===== src/rtl/stack_pkg.sv =====
// Shared constants for the operand stack: ALU opcodes, fault codes and the RUN/HALT state type.
package stack_pkg;

    localparam logic [3:0] ALU_NONE = 4'h0;
    localparam logic [3:0] ALU_ADD  = 4'h3;
    localparam logic [3:0] ALU_OR   = 4'h4;
    localparam logic [3:0] ALU_SUB  = 4'h5;
    localparam logic [3:0] ALU_SLT  = 4'h6;
    localparam logic [3:0] ALU_NOR  = 4'h7;
    localparam logic [3:0] ALU_DUP  = 4'h8;

    localparam logic [1:0] ERR_NONE      = 2'd0;
    localparam logic [1:0] ERR_OVERFLOW  = 2'd1;
    localparam logic [1:0] ERR_UNDERFLOW = 2'd2;
    localparam logic [1:0] ERR_ILLEGAL   = 2'd3;

    typedef enum logic {
        ST_RUN  = 1'b0,
        ST_HALT = 1'b1
    } state_t;

    // Binary ops that consume two entries and leave one.
    function automatic logic is_binary_op(input logic [3:0] op);
        return (op >= ALU_ADD) && (op <= ALU_NOR);
    endfunction

endpackage


===== src/rtl/stack_alu.sv =====
// Combinational two-operand ALU: result = a op b, wrapping modulo 2^DATA_W.
module stack_alu
    import stack_pkg::*;
#(
    parameter int DATA_W = 32
) (
    input  logic [3:0]        op,
    input  logic [DATA_W-1:0] a,
    input  logic [DATA_W-1:0] b,
    output logic [DATA_W-1:0] result
);

    always_comb begin
        result = '0;
        case (op)
            ALU_ADD: result = a + b;
            ALU_OR:  result = a | b;
            ALU_SUB: result = a - b;
            ALU_SLT: result = {{(DATA_W-1){1'b0}}, ($signed(a) < $signed(b))};
            ALU_NOR: result = ~(a | b);
            default: result = '0;
        endcase
    end

endmodule


===== src/rtl/stack_datapath.sv =====
// LIFO operand stack with integrated ALU and RUN/HALT fault handling.
// Define STACK_DUP_EN to make alu_op 4'h8 duplicate the top of stack; otherwise it is illegal.
module stack_datapath
    import stack_pkg::*;
#(
    parameter int DATA_W = 32,
    parameter int DEPTH  = 16
) (
    input  logic                     clock,
    input  logic                     reset,
    input  logic                     op_valid,
    output logic                     op_ready,
    input  logic                     push,
    input  logic                     pop,
    input  logic [3:0]               alu_op,
    input  logic [DATA_W-1:0]        imm,
    output logic [DATA_W-1:0]        pop_data,
    output logic                     pop_valid,
    output logic [DATA_W-1:0]        tos,
    output logic [$clog2(DEPTH):0]   depth,
    output logic                     empty,
    output logic                     full,
    output logic                     err,
    output logic [1:0]               err_code,
    input  logic                     err_clr
);

    localparam int AW   = $clog2(DEPTH);
    localparam int SP_W = AW + 1;

    logic [DATA_W-1:0] mem [DEPTH];

    state_t            state_reg, state_next;
    logic [SP_W-1:0]   depth_reg, depth_next;
    logic [DATA_W-1:0] pop_data_reg;
    logic              pop_valid_reg;
    logic [1:0]        err_code_reg;

    logic [AW-1:0]     top_idx, nos_idx, wr_idx;
    logic [DATA_W-1:0] tos_val, nos_val, alu_result;
    logic [1:0]        op_cnt;
    logic [1:0]        fault_code;
    logic              fault, accept;
    logic              do_push, do_pop, do_alu, do_dup;

    assign top_idx = depth_reg[AW-1:0] - AW'(1);
    assign nos_idx = depth_reg[AW-1:0] - AW'(2);
    assign wr_idx  = depth_reg[AW-1:0];
    assign tos_val = mem[top_idx];
    assign nos_val = mem[nos_idx];

    assign empty = (depth_reg == '0);
    assign full  = (depth_reg == SP_W'(DEPTH));

    stack_alu #(.DATA_W(DATA_W)) u_alu (
        .op     (alu_op),
        .a      (nos_val),
        .b      (tos_val),
        .result (alu_result)
    );

    assign accept = op_valid & op_ready;
    assign op_cnt = {1'b0, push} + {1'b0, pop} + {1'b0, |alu_op};

    // Decode; the do_* strobes are only set for operations that will not fault.
    always_comb begin
        fault_code = ERR_NONE;
        do_push    = 1'b0;
        do_pop     = 1'b0;
        do_alu     = 1'b0;
        do_dup     = 1'b0;
        if (op_cnt != 2'd1) begin
            fault_code = ERR_ILLEGAL;
        end else if (push) begin
            if (full) fault_code = ERR_OVERFLOW;
            else      do_push    = 1'b1;
        end else if (pop) begin
            if (empty) fault_code = ERR_UNDERFLOW;
            else       do_pop     = 1'b1;
        end else if (is_binary_op(alu_op)) begin
            if (depth_reg < SP_W'(2)) fault_code = ERR_UNDERFLOW;
            else                      do_alu     = 1'b1;
`ifdef STACK_DUP_EN
        end else if (alu_op == ALU_DUP) begin
            if (empty)     fault_code = ERR_UNDERFLOW;
            else if (full) fault_code = ERR_OVERFLOW;
            else           do_dup     = 1'b1;
`endif
        end else begin
            fault_code = ERR_ILLEGAL;
        end
    end

    assign fault = (fault_code != ERR_NONE);

    always_ff @(posedge clock) begin
        if (reset) state_reg <= ST_RUN;
        else       state_reg <= state_next;
    end

    always_comb begin
        state_next = state_reg;
        case (state_reg)
            ST_RUN:  if (accept && fault) state_next = ST_HALT;
            ST_HALT: if (err_clr)         state_next = ST_RUN;
            default: state_next = ST_RUN;
        endcase
    end

    always_comb begin
        op_ready = 1'b1;
        err      = 1'b0;
        if (state_reg == ST_HALT) begin
            op_ready = 1'b0;
            err      = 1'b1;
        end
    end

    always_comb begin
        depth_next = depth_reg;
        if (accept) begin
            if (do_push || do_dup)     depth_next = depth_reg + SP_W'(1);
            else if (do_pop || do_alu) depth_next = depth_reg - SP_W'(1);
        end
    end

    always_ff @(posedge clock) begin
        if (reset) begin
            depth_reg     <= '0;
            pop_data_reg  <= '0;
            pop_valid_reg <= 1'b0;
            err_code_reg  <= ERR_NONE;
        end else begin
            depth_reg     <= depth_next;
            pop_valid_reg <= accept && do_pop;
            if (accept && do_pop)
                pop_data_reg <= tos_val;
            if (accept && fault)
                err_code_reg <= fault_code;
            else if (state_reg == ST_HALT && err_clr)
                err_code_reg <= ERR_NONE;
        end
    end

    // Storage carries no reset so it maps onto RAM; contents are meaningless above depth_reg.
    always_ff @(posedge clock) begin
        if (!reset && accept) begin
            if (do_push)     mem[wr_idx]  <= imm;
            else if (do_dup) mem[wr_idx]  <= tos_val;
            else if (do_alu) mem[nos_idx] <= alu_result;
        end
    end

    assign depth     = depth_reg;
    assign tos       = empty ? '0 : tos_val;
    assign pop_data  = pop_data_reg;
    assign pop_valid = pop_valid_reg;
    assign err_code  = err_code_reg;

endmodule


===== config.mk =====
export PLATFORM = sky130hd
export DESIGN_NAME = stack_datapath
export DESIGN_NICKNAME = d
export VERILOG_FILES = /design/src/rtl/stack_pkg.sv /design/src/rtl/stack_alu.sv /design/src/rtl/stack_datapath.sv
export SDC_FILE = /design/constraint.sdc
export NUM_CORES = 1
export LEC_CHECK = 0
export ABC_AREA = 1
export CORE_MARGIN = 8
export CORE_UTILIZATION = 35
export DETAILED_ROUTE_END_ITERATION = 8
export HOLD_SLACK_MARGIN = 0.03
export PLACE_DENSITY = 0.51
export SLEW_MARGIN = 40
export SYNTH_ARGS = -nofsm -noshare
export SYNTH_HDL_FRONTEND = slang
export SYNTH_HIERARCHICAL = 1
export SYNTH_SLANG_ARGS = --single-unit

===== constraint.sdc =====
create_clock -name clock -period 6 [get_ports clock]
set_clock_uncertainty 0.05 [all_clocks]
set_input_delay 1.5 -clock clock [delete_from_list [all_inputs] [get_ports clock]]
set_output_delay 1.5 -clock clock [all_outputs]
set_load 0.01 [all_outputs]

# After elaboration in Yosys (flattened, before gate mapping)
# Memory sizes are Yosys's and may differ from the RTL's.
# Index checks and enable logic that the tools add are counted.
op_classes:
  n_addsub: 8
  magnitude_cmp: 4
  n_eq_ne: 7
  n_mux: 40
  bitwise_logic: 4
  n_reduce_logical: 14
op_table:
  columns: ["operator", "n"]
  rows:
  - ["$pmux W32 S5", 1]
  - ["$mux W32", 2]
  - ["$add A32 B32 Y32", 1]
  - ["$lt A32 B32 Y1", 1]
  - ["$not A32 Y32", 1]
  - ["$or A32 B32 Y32", 1]
  - ["$reduce_or A32 Y1", 1]
  - ["$sub A32 B32 Y32", 1]
  - ["$mux W1", 25]
  - ["$eq A4 B3 Y1 const B", 4]
  - ["$mux W2", 8]
  - ["$mux W5", 2]
  - ["$reduce_bool A2 Y1", 3]
  - ["$add A5 B1 Y5 const B", 1]
  - ["$eq A5 B5 Y1 const B", 1]
  - ["$logic_and A1 B1 Y1", 5]
  - ["$logic_not A5 Y1", 1]
  - ["$lt A5 B2 Y1 const B", 1]
  - ["$sub A5 B1 Y5 const B", 1]
  - ["$eq A4 B2 Y1 const B", 1]
  - ["$ge A4 B2 Y1 const B", 1]
  - ["$le A4 B3 Y1 const B", 1]
  - ["$mux W4", 1]
  - ["$reduce_or A4 Y1", 1]
  - ["11 further kinds", 11]
totals:
  ff_bits: 41
  mem_bits_rw: 512
  input_bits: 42
  out_inout_bits: 76
  wordCells: 83
  n_memories: 1
memory_table:
  columns: ["memory", "words", "width", "rd", "rd_clocked_by_memory_dff", "wr", "line_no", "source"]
  rows:
  - ["mem", 16, 32, 2, 0, 1, "stack_datapath.sv:31", "logic [DATA_W-1:0] mem [DEPTH];"]

# Depth between registers and ports, before layout
# Gate-level depths: netlist of the first run.
depth:
  depth_word: 12
  depth_mapped: 31
  mapped_depth_nobuf: 25

# Cells and area by module
# Netlist of the first run, hierarchy kept.
by_module_without_submodules:
  columns: ["mod", "n_inst", "cells_per_inst", "area_per_inst_um2", "seq_area_each_um2"]
  rows:
  - ["stack_datapath", 1, 2876, 27702.8, 16195.5]
  - ["stack_alu", 1, 1274, 6368.6, 0.0]

# Worst setup path before layout of the first run
# No wires, ideal clock.
synth_path:
  kind: "input port to flip-flop"
  startpoint: "input alu_op[3]"
  endpoint: "memory mem[0][0] (enable)"
  setup_time_ns: 0.421
  t_arrival_ns: 4.552
  required_ns: 5.529
  path_slack_ns: 0.977
  path_stages: 9
  path_buffers: 0
  cell_sequence: "nor4_1 fa_1 inv_1 nand2_1 nor2_2 nand3_1 a21boi_1 nand3_1 nor2_1"
synth_between:
  elab_chain_cells: 12
  elab_cells_between_ends: 21
  classes_between: "add/sub (1); order compare (2); eq/ne (1); mux (14); reduce/logical (3)"
synth_rtl:
  columns: ["element", "line_no", "source"]
  rows:
  - ["from (decl)", "stack_datapath.sv:15", "input logic [3:0] alu_op,"]
  - ["$ge A4 B2 Y1 or $le A4 B3 Y1 (tied branches)", "stack_pkg.sv:24", "return (op >= ALU_ADD) && (op <= ALU_NOR);"]
  - ["$logic_and A1 B1 Y1", "stack_pkg.sv:24", null]
  - ["$mux W1", "stack_datapath.sv:80", "end else if (is_binary_op(alu_op)) begin"]
  - ["$mux W1", "stack_datapath.sv:77", "end else if (pop) begin"]
  - ["$mux W1", "stack_datapath.sv:74", "end else if (push) begin"]
  - ["$mux W1", "stack_datapath.sv:72", "if (op_cnt != 2'd1) begin"]
  - ["$mux W1", "stack_datapath.sv:150", "else if (do_alu) mem[nos_idx] <= alu_result;"]
  - ["$mux W1", "stack_datapath.sv:148", "if (do_push) mem[wr_idx] <= imm;"]
  - ["$mux W1", "stack_datapath.sv:147", "if (!reset && accept) begin"]
  - ["$mux W1 (not written as such)", "stack_datapath.sv:150", null]
  - ["$reduce_or A32 Y1 (no line)", null, null]
  - ["$mux W4 (no line) or $mux W1 (tied branches)", null, null]
  - ["to (decl)", "stack_datapath.sv:31", null]
# Several ways; a longest one is shown, not always the timed one.

# Worst setup path after layout of the first run
layout_path:
  startpoint: "register depth_reg[1], in the netlist depth[1]"
  endpoint: "output tos[16]"
layout_between:
  elab_chain_cells: 3
  elab_cells_between_ends: 4
  classes_between: "add/sub (1); mux (1); reduce/logical (1); memory (1)"
layout_rtl:
  columns: ["element", "line_no", "source"]
  rows:
  - ["from (decl)", "stack_datapath.sv:34", "logic [SP_W-1:0] depth_reg, depth_next;"]
  - ["from (signal assigned)", "stack_datapath.sv:134", "depth_reg <= depth_next;"]
  - ["$sub A4 B1 Y4", "stack_datapath.sv:46", "assign top_idx = depth_reg[AW-1:0] - AW'(1);"]
  - ["$mem_v2 Z16 W32", null, null]
  - ["$mux W32 (*)", "stack_datapath.sv:155", "assign tos = empty ? '0 : tos_val;"]
  - ["to (decl)", "stack_datapath.sv:19", "output logic [DATA_W-1:0] tos,"]
# Mark *: on every way between the ends. The rest lies on a longest branch, timed or not.

==> results of run 1 <==
## final timing paths
check,startpoint,to
max,depth[1]$_SDFFE_PP0P_,tos[16]
min,err_code[1]$_SDFFE_PP0P_,err_code[1]$_SDFFE_PP0P_
max reg2reg,depth[0]$_SDFFE_PP0P_,mem[15][17]$_DFFE_PP_
min reg2reg,err_code[1]$_SDFFE_PP0P_,err_code[1]$_SDFFE_PP0P_
## cell usage after synthesis (all sizes together)
master   count
clkbuf     126
or2          1
o22ai        1
and2         2
xnor2        1
dfxtp       41
clkinv       3
a21oi      316
o21ai      375
o2111ai      6
edfxtp     512
o221ai       9
inv        579
nor3        13
ha         107
xor2         6
fa           4
o21bai       6
and3         1
nand3      450
a221oi       1
mux2        32
o211ai     275
nand4       19
nand2      817
nor2       300
a21boi       1
buf        135
nand3b       7
nor4         3
a221o        1
## cells by family after synthesis
| family | count (synthesis) |
|---|---|
| AO/OA/AOI/OAI | 991 |
| XOR/XNOR | 7 |
| adder cells (fa/ha/maj) | 111 |
| buffers and inverters | 843 |
| flip-flops | 553 |
| multiplexers | 32 |
| AND/OR/NAND/NOR | 1613 |
## report_power, final
part / internal [uW] / switching [uW]
clock network: 2470 / 1680
registers: 4210 / 5.31
logic: 760 / 1940
total: 7440 / 3630
## worst min-delay path: stages (launching register included)
cell,delay (ns)
dfxtp_1,0.31
nand4_1,0.08
nand2_1,0.04
## stage by stage
| step | setup slack, ns | power [uW] | util (%) |
|---|---|---|---|
| final | 0.3940 | 11070 | 40.82 |
| after CTS | 0.4264 | 11100 | 40.82 |
| after floorplan | 0.9768 | 6019 | - |
| after global routing | 0.3144 | 11510 | 40.82 |
| after global placement | 0.8482 | 6941 | 38.51 |
| after detailed placement | 0.8921 | 6937 | 38.52 |
## final cells by class
| type | instances | area (um2) |
|---|---|---|
| multi-input combinational | 2754 | 14690 |
| clock buffer | 86 | 1831 |
| clock inverter | 37 | 392.9 |
| sequential | 553 | 16200 |
| tap | 1276 | 1597 |
| inverter | 582 | 2201 |
| antenna | 1 | 2.502 |
| timing repair buffer | 224 | 2507 |
| fill | 9658 | 57150 |
## routing by layer
layer	wire length (um)	global-route usage [%]	part of all wire, %
met1	58030	32.54	45
met2	57630	36.15	45
met4	4384	8.152	3.4
met3	8781	3.180	6.8
met5	13	0	0.010
==> results.sh, run 1 <==
export IMPL_status="completed"
export IMPL_yosysTopAreaCellShare_pct=45.13
export IMPL_end_kind="primary output"
export IMPL_rsz0062_at_grt="no"
export IMPL_mostFrequentLayoutCells="nand2_1, inv_1, edfxtp_1, nand3_1, o21ai_0"
export IMPL_avgSynthCellArea_um2=8.210
export IMPL_crit_path_max_incr_delay_ns=0.66
export IMPL_path_delay_family="buffers and inverters"
export IMPL_grt_max_degree=171
export IMPL_ys_seq_area_share_pct=47.53
export IMPL_r2r_cells=19
export IMPL_path_max_fanout=34
export IMPL_cts_htree_levels=3
export IMPL_die_h_um=328.0
export IMPL_period_share_pct=93.43
export IMPL_fin_nets=4335
export IMPL_max_clock_path_buffers=3
export IMPL_netlist_area_mm2=0.03407
export IMPL_wl_per_cell_um=23.37
export IMPL_core_area_mm2=0.09657
export IMPL_final_common_cell="nand2_1"
export IMPL_syn_nets=4303
export IMPL_slew_headroom_pct=41.19
export IMPL_dp_cells=5389
export IMPL_ios=118
export IMPL_hold_class="flop to flop"
export IMPL_cts_resized_gates=0
export IMPL_first_pass_iters=5
export IMPL_ys_ff_latch=553
export IMPL_vias=30130
export IMPL_start_util_pct=35.28
export IMPL_syn_inst=4150
export IMPL_crit_type="flop to primary output"
export IMPL_synthToLayoutAreaGrowth_pct=15.70
export IMPL_synth_compound_area_share_pct=16.86
export IMPL_holdPathStages=2
export IMPL_finalCriticalPeriod_ns=5.606
export IMPL_cts_root_buf="clkbuf_16"
export IMPL_synth_top_family_by_area="simple AND/OR/NAND/NOR gates"
export IMPL_yosys_top_cells_area="edfxtp_1, nand2_1, nand3_1, inv_1, o211ai_1"
export IMPL_place_area_mm2=0.03719
export IMPL_synth_largest_area_cell="edfxtp_1"
export IMPL_post_cts_buffers=0
export IMPL_grt_pass1_vias=28000
export IMPL_io_buffers=117
export IMPL_synthMuxAreaShare_pct=1.168
export IMPL_yosysUniqueCellTypes=49
export IMPL_arrival_ns=4.06
export IMPL_power_leakage_uw=0.01604
export IMPL_drive_gt1_share_pct=7.649
export IMPL_postCtsHoldBufs=0
export IMPL_cp_depth=11
export IMPL_drt_initial_drc_count=3054
export IMPL_cp_num_buf_inv=6
export IMPL_grt_usage_pct=23.09
export IMPL_die_w_um=328.0
export IMPL_clk_pin_slew_ns=0.06
export IMPL_grt_pass1_wl_mm=187.6
export IMPL_max_cap_violations=0
export IMPL_gr_total_overflow=0
export IMPL_timing_hold_ws_ns=0.4340
export IMPL_largest_reg_flops=512
export IMPL_antenna_found_initial=7
export IMPL_synth_xor_area_share_pct=0.2020
export IMPL_drt_drc_violations_left=0
export IMPL_final_cells=5513
export IMPL_maxSlewViolCount=0
export IMPL_dp_hpwl_mm=88.97
export IMPL_cts_sink_count=553
export IMPL_powerDensity_mw_per_mm2=280.8
export IMPL_setup_violations=0
export IMPL_ys_warn_count=6
export IMPL_crit_path_start_kind="flop"
export IMPL_tightest_slew_ns=0.8821
export IMPL_worstPathCellList="inv_1 > ha_2 > inv_6 > buf_12 > buf_12 > buf_4 > o211ai_1 > nand3_1 > nand3_1 > a21oi_1 > clkdlybuf4s50_1"
export IMPL_routed_wl_mm=128.8
export IMPL_required_ns=4.45
export IMPL_setup_tns_ns=0
export IMPL_viasPerCell=5.466
export IMPL_vdd_drop_max_mv=0.1785
export IMPL_ff2ff_setup_slack_ns=0.64
export IMPL_clk_latency_ns=0.63
export IMPL_gp_congestion=0.9884
export IMPL_max_freq_mhz=178.4
export IMPL_numCtsBuffers=67
export IMPL_die_area_mm2=0.1076
export IMPL_synth_adder_area_share_pct=4.164
export IMPL_fin_area_mm2=0.03942
export IMPL_synth_simple_area_share_pct=20.19
export IMPL_slowest_stage="clkdlybuf4s50_1"
export IMPL_cts_tree="done"
export IMPL_finalHoldViolCount=0
export IMPL_placementRows=114
export IMPL_antenna_left=0
Note: power is estimated with default switching activity, not from simulation.
==> inputs of run 2 (changes only) <==
Settings changed: CAP_MARGIN set to 20.
==> results of run 2 <==
The final DEF is identical to that of run 1; final timing and power are the same.
